## src/rtl/apb_initiator_bridge.sv

```systemverilog
// Bridges a valid/ready request/response interface to single, non-pipelined APB4 transfers.
// Optional ACCESS wait-state timeout is enabled by defining APB_TIMEOUT_EN.
module apb_initiator_bridge #(
    parameter int          ADDR_W         = 32,
    parameter logic [2:0]  PPROT_VAL      = 3'b000,
    parameter int          TIMEOUT_CYCLES = 255
) (
    input  logic              clock,
    input  logic              reset,
    input  logic              req_valid,
    output logic              req_ready,
    input  logic [ADDR_W-1:0] req_addr,
    input  logic              req_write,
    input  logic [31:0]       req_wdata,
    input  logic [3:0]        req_wstrb,
    output logic              resp_valid,
    input  logic              resp_ready,
    output logic [31:0]       resp_rdata,
    output logic              resp_err,
    output logic              out_psel,
    output logic              out_penable,
    output logic [2:0]        out_pprot,
    output logic [ADDR_W-1:0] out_paddr,
    output logic              out_pwrite,
    output logic [31:0]       out_pwdata,
    output logic [3:0]        out_pstrb,
    input  logic              in_pready,
    input  logic [31:0]       in_prdata,
    input  logic              in_pslverr
);

    typedef enum logic [1:0] {IDLE, SETUP, ACCESS, RESP} state_t;

    state_t            state, state_d;
    logic [ADDR_W-1:0] paddr_d;
    logic              pwrite_d, psel_d, penable_d, resp_valid_d, resp_err_d;
    logic [31:0]       pwdata_d, resp_rdata_d;
    logic [3:0]        pstrb_d;
    logic              timeout;

`ifdef APB_TIMEOUT_EN
    localparam logic [15:0] TIMEOUT_LIMIT = 16'(TIMEOUT_CYCLES);

    logic [15:0] wait_cnt;

    assign timeout = (state == ACCESS) && (wait_cnt == TIMEOUT_LIMIT);

    // Cleared while in SETUP so every ACCESS phase starts counting from zero.
    always_ff @(posedge clock or negedge reset) begin
        if (!reset) begin
            wait_cnt <= '0;
        end else if (state == SETUP) begin
            wait_cnt <= '0;
        end else if (state == ACCESS && !in_pready && !timeout) begin
            wait_cnt <= wait_cnt + 16'd1;
        end
    end
`else
    assign timeout = 1'b0;
`endif

    assign req_ready = (state == IDLE);
    assign out_pprot = PPROT_VAL;

    // NOTE: every signal gets a hold-value default before the case so no latch is inferred.
    always_comb begin
        state_d      = state;
        paddr_d      = out_paddr;
        pwrite_d     = out_pwrite;
        pwdata_d     = out_pwdata;
        pstrb_d      = out_pstrb;
        psel_d       = out_psel;
        penable_d    = out_penable;
        resp_valid_d = resp_valid;
        resp_rdata_d = resp_rdata;
        resp_err_d   = resp_err;
        case (state)
            IDLE: begin
                if (req_valid) begin
                    paddr_d   = req_addr;
                    pwrite_d  = req_write;
                    pwdata_d  = req_write ? req_wdata : 32'h0;
                    pstrb_d   = req_write ? req_wstrb : 4'h0;
                    psel_d    = 1'b1;
                    penable_d = 1'b0;
                    state_d   = SETUP;
                end
            end
            SETUP: begin
                penable_d = 1'b1;
                state_d   = ACCESS;
            end
            ACCESS: begin
                // Timeout has priority over a pready arriving in the same cycle.
                if (timeout) begin
                    psel_d       = 1'b0;
                    penable_d    = 1'b0;
                    resp_valid_d = 1'b1;
                    resp_rdata_d = 32'hDEAD_0000;
                    resp_err_d   = 1'b1;
                    state_d      = RESP;
                end else if (in_pready) begin
                    psel_d       = 1'b0;
                    penable_d    = 1'b0;
                    resp_valid_d = 1'b1;
                    resp_rdata_d = out_pwrite ? 32'h0 : in_prdata;
                    resp_err_d   = in_pslverr;
                    state_d      = RESP;
                end
            end
            RESP: begin
                if (resp_ready) begin
                    resp_valid_d = 1'b0;
                    state_d      = IDLE;
                end
            end
            default: state_d = IDLE;
        endcase
    end

    // NOTE: sequential state uses non-blocking assignments so all registers update together.
    always_ff @(posedge clock or negedge reset) begin
        if (!reset) begin
            state       <= IDLE;
            out_paddr   <= '0;
            out_pwrite  <= 1'b0;
            out_pwdata  <= '0;
            out_pstrb   <= '0;
            out_psel    <= 1'b0;
            out_penable <= 1'b0;
            resp_valid  <= 1'b0;
            resp_rdata  <= '0;
            resp_err    <= 1'b0;
        end else begin
            state       <= state_d;
            out_paddr   <= paddr_d;
            out_pwrite  <= pwrite_d;
            out_pwdata  <= pwdata_d;
            out_pstrb   <= pstrb_d;
            out_psel    <= psel_d;
            out_penable <= penable_d;
            resp_valid  <= resp_valid_d;
            resp_rdata  <= resp_rdata_d;
            resp_err    <= resp_err_d;
        end
    end

endmodule
```

## config.mk

```make
export PLATFORM = sky130hd
export DESIGN_NAME = apb_initiator_bridge
export DESIGN_NICKNAME = d
export VERILOG_FILES = /design/src/rtl/apb_initiator_bridge.sv
export SDC_FILE = /design/constraint.sdc
export NUM_CORES = 1
export LEC_CHECK = 0
export CORE_UTILIZATION = 40
export DETAILED_ROUTE_END_ITERATION = 7
export GPL_TIMING_DRIVEN = 1
export PLACE_DENSITY_LB_ADDON = 0.3
export SLEW_MARGIN = 20
export SYNTH_ARGS = -nofsm -noshare
export SYNTH_HDL_FRONTEND = slang
export SYNTH_SLANG_ARGS = --single-unit
```

## constraint.sdc

```tcl
create_clock -name clock -period 1.7 [get_ports clock]
set_input_delay 0.17 -clock clock [delete_from_list [all_inputs] [get_ports clock]]
set_output_delay 0.17 -clock clock [all_outputs]
set_load 0.02 [all_outputs]
```

==> impl_metrics.csv, run 1 <==
group,metric,value,unit
floorplanning,fp.dieW,107,µm
place,io_buffer_count,212,
detailed_routing,drc_errors,0,
floorplanning,row_count,37,
timing,finalWorstSetupSlack,0.0819,ns
synth,synth-seq-cells,107,
outcome,status,"finished clean",
timing,fin_skew,0.00947,ns
detailed_routing,num_vias,3555,
grt,grt_pass1_vias,3677,
synth,synth_fa_ha_area_frac,0.0172,
timing,rsz0062_at_grt,"no",
timing,hold_viol,0,
floorplanning,dieArea,11400,µm²
worst_setup_path,critPathLaunchType,"register",
synth,synth_top_cell_by_area,"dfrtp_1",
place,gp_congestion,0.821,
timing,setup_viol_count_final,0,
timing,fin_crit,1.62,ns
synth,synth_seq_area_share,0.612,
synth,synth_top_family_by_area,"simple AND/OR/NAND/NOR gates",
grt,grt_max_degree,55,
worst_setup_path,critPathBufInv,1,
detailed_routing,avgRoutedWirePerCell,14.9,µm
synth,avgSynthCellArea,10.9,µm²
worst_setup_path,path_max_fanout,6,
worst_setup_path,required,1.95,ns
synth,ys_types,21,
synth,yosys.area_share.simple,0.141,
worst_setup_path,regToRegSetupSlack,0.08,ns
layout,syn_to_final_growth,58.9,%
cts,cts_buffer_depth,2,
layout,post-route-cell-area,6950,µm²
cts,cts_root_buf,"clkbuf_8",
cts,h-tree-depth,3,
synth,synth.area.mux_share,0.0996,
detailed_routing,vias_per_cell,4.71,
layout,utilization,0.664,
cts,cts_tree,"yes",
worst_setup_path,end_kind,"register",
cts,worstSkewPairLatency,0.35,ns
synth,ys_warn_count,0,
run,max_cap_violations,0,
worst_setup_path,worstSetupPathType,"register to register",
detailed_routing,dr.pass1.iters,4,
power_and_ir_drop,leakage,3.06,nW
power_and_ir_drop,p_per_area,1840,nW/µm²
worst_setup_path,cp_cell_sequence,"inv_1, ha_2, a221oi_2, mux2_2",
power_and_ir_drop,switching_share,0.382,
layout,final_nets,726,
cts,cts_buffers,9,
worst_setup_path,r2r_cells,4,
timing,drv_slew,0,
detailed_routing,drt-total-wl,11.2,mm
power_and_ir_drop,intPower,7.89,mW
worst_setup_path,r2r-start,"state[0]",
floorplanning,die_height,107,µm
place,dp.cells,734,
synth,synthTopCellsByArea,"dfrtp_1 61%, nand2_1 9.1%, o21ai_0 7.9%",
floorplanning,num_io_pins,216,
place,place_ws,-0.0281,ns
grt,grt_overflow,0,
layout,final_cells,754,
power_and_ir_drop,switchingPower,4.88,mW
worst_setup_path,crit_slowest_cell,"dfrtp_1",
power_and_ir_drop,vdd_ir_drop_max,0.934,mV
power_and_ir_drop,p_comb_frac,0.528,
worst_setup_path,cpLargestDelayFamily,"flip-flops",
timing,fmax,618,MHz
hold_path,holdCritPathClass,"input pin to async pin",
worst_setup_path,cp.arrival,1.87,ns
timing,setup_tns,0,ns
synth,netlist_area,4370,µm²
layout,drive_above_1_share,0.120,
grt,antenna_found_initial,0,
power_and_ir_drop,power.share.sequential,0.347,
cts,cts_num_sinks,107,
detailed_routing,antenna_left,0,
worst_setup_path,r2r_end,"state[1]",
detailed_routing,first_iter_violations,128,
synth,synth-compound-area-share,0.0924,
synth,synth-xor-area-share,0,
cts,clk_pin_slew,0.11,ns
layout,antenna_cells,0,
grt,grt_usage,0.201,
synth,synthCells,400,
grt,grt_pass1_wl,17.8,mm
place,dp_hpwl,8.32,mm
floorplanning,start_util,0.418,
power_and_ir_drop,p_clk_frac,0.125,
floorplanning,core_area,10500,µm²
place,placed_cell_area,6680,µm²
synth,synth_top_cell_area_share,0.612,
timing,finalCritPeriodShare,0.952,
worst_setup_path,cpPeakStageDelay,0.42,ns
==> power by group through the flow <==
stage / Combinational [mW] / Clock, mW / Sequential, mW
after CTS: 6.71 / 1.67 / 4.44
after global placement: 6.54 / 0 / 4.41
after floorplan: 1.91 / 0 / 5.90
after global routing: 7.21 / 1.76 / 4.58
final: 6.75 / 1.59 / 4.43
after detailed placement: 6.68 / 0 / 4.48
==> logic make-up (layout without fill, tap and decap cells) <==
logic type,count (synthesis),after routing
buf+inv,33,249
compound gates,76,76
flops,107,107
fa+ha+maj,6,6
mux,36,36
other cells,1,3
simple gates,141,141
==> per-layer routing <==
layer / vias up / global-route usage / part of all wire
li1: 1720 / - / -
met5: - / 0 / 0
met3: 13 / 0.0540 / 0.079
met4: 0 / 0.0734 / 0.014
met1: 1677 / 0.234 / 0.40
met2: 145 / 0.353 / 0.51
==> sequential cells by signal (all words and copies together) (netlist names) <==
| register | count |
|---|---|
| out_paddr | 32 |
| resp_rdata | 32 |
| resp_err | 1 |
| state | 2 |
| out_pwdata | 32 |
| resp_valid | 1 |
| out_pwrite | 1 |
| out_penable | 1 |
| out_pstrb | 4 |
| out_psel | 1 |
==> area by class of cell <==
| cell class | instances | area (µm²) |
|---|---|---|
| clock inverters | 7 | 82.6 |
| fillers | 824 | 3520 |
| inverters | 5 | 18.8 |
| clock buffers | 9 | 124 |
| well taps | 136 | 170 |
| multi-input cells | 262 | 1560 |
| flip-flops and latches | 107 | 2680 |
| repair buffers | 228 | 2310 |
==> synth_stat cells <==
master and n:
buf_4 3, a21oi_1 2, ha_1 6, o22ai_1 1, a221oi_2 1, clkbuf_1 16, a22o_1 1, buf_2 7
conb_1 1, a221oi_1 1, nand2_2 1, nor2b_1 1, mux2_4 8, o21ai_0 69, inv_1 5, nand2_1 106
dfrtp_1 107, mux2_2 28, o32a_1 1, nand2b_1 33, buf_6 2
==> worst max-delay path by stage <==
stage	startpoint	endpoint	slack, ns	cells past startpoint
after detailed placement	state[0]	resp_rdata[25]	-0.03	6
after CTS	state[0]	req_ready	-0.003	3
after global routing	state[0]	state[1]	0.01	4
after global placement	state[0]	out_paddr[12]	0.10	5
after floorplan	state[0]	out_paddr[23]	0.17	6
final	state[0]	state[1]	0.08	4
==> metrics by stage <==
| step | hold WS (ns) | total power, mW |
|---|---|---|
| after floorplan | -0.126 | 7.81 |
| after global placement | 0.0958 | 11.0 |
| after detailed placement | 0.0965 | 11.2 |
| after CTS | 0.221 | 12.8 |
| after global routing | 0.244 | 13.5 |
| final | 0.237 | 12.8 |
==> cell usage in the layout, fill, tap and decap left out, drive strengths merged <==
cell type | synthesis | layout
a21oi | 2 | 2
a221oi | 2 | 2
nor2b | 1 | 1
buf | 12 | 15
dlygate4sd3 | 0 | 1
clkbuf | 16 | 11
ha | 6 | 6
conb | 1 | 3
nand2 | 107 | 107
o32a | 1 | 1
clkinv | 0 | 2
a22o | 1 | 1
mux2 | 36 | 36
clkdlybuf4s50 | 0 | 210
clkinvlp | 0 | 1
dfrtp | 107 | 107
o22ai | 1 | 1
bufinv | 0 | 1
o21ai | 69 | 69
inv | 5 | 8
nand2b | 33 | 33
==> worst register-to-register path, stage by stage, from the launching register on <==
cell	delay, ns
dfrtp_1	0.42
inv_1	0.11
ha_2	0.27
a221oi_2	0.34
mux2_2	0.38
==> timing repair <==
item / CTS / global route
setup buffers: 0 / 2
hold buffers: 1 / 0
resized for setup: 3 / 5
hold endpoints to repair: 22 / 0
cloned: 0 / 1
endpoints found under the setup margin: 13 / 36
Note: power is estimated with default switching activity, not from simulation.
==> inputs of run 2 (changes only) <==
Settings changed: SLEW_MARGIN 20 to default.
==> results of run 2 <==
Final layout, timing and power as in run 1 (identical DEF).
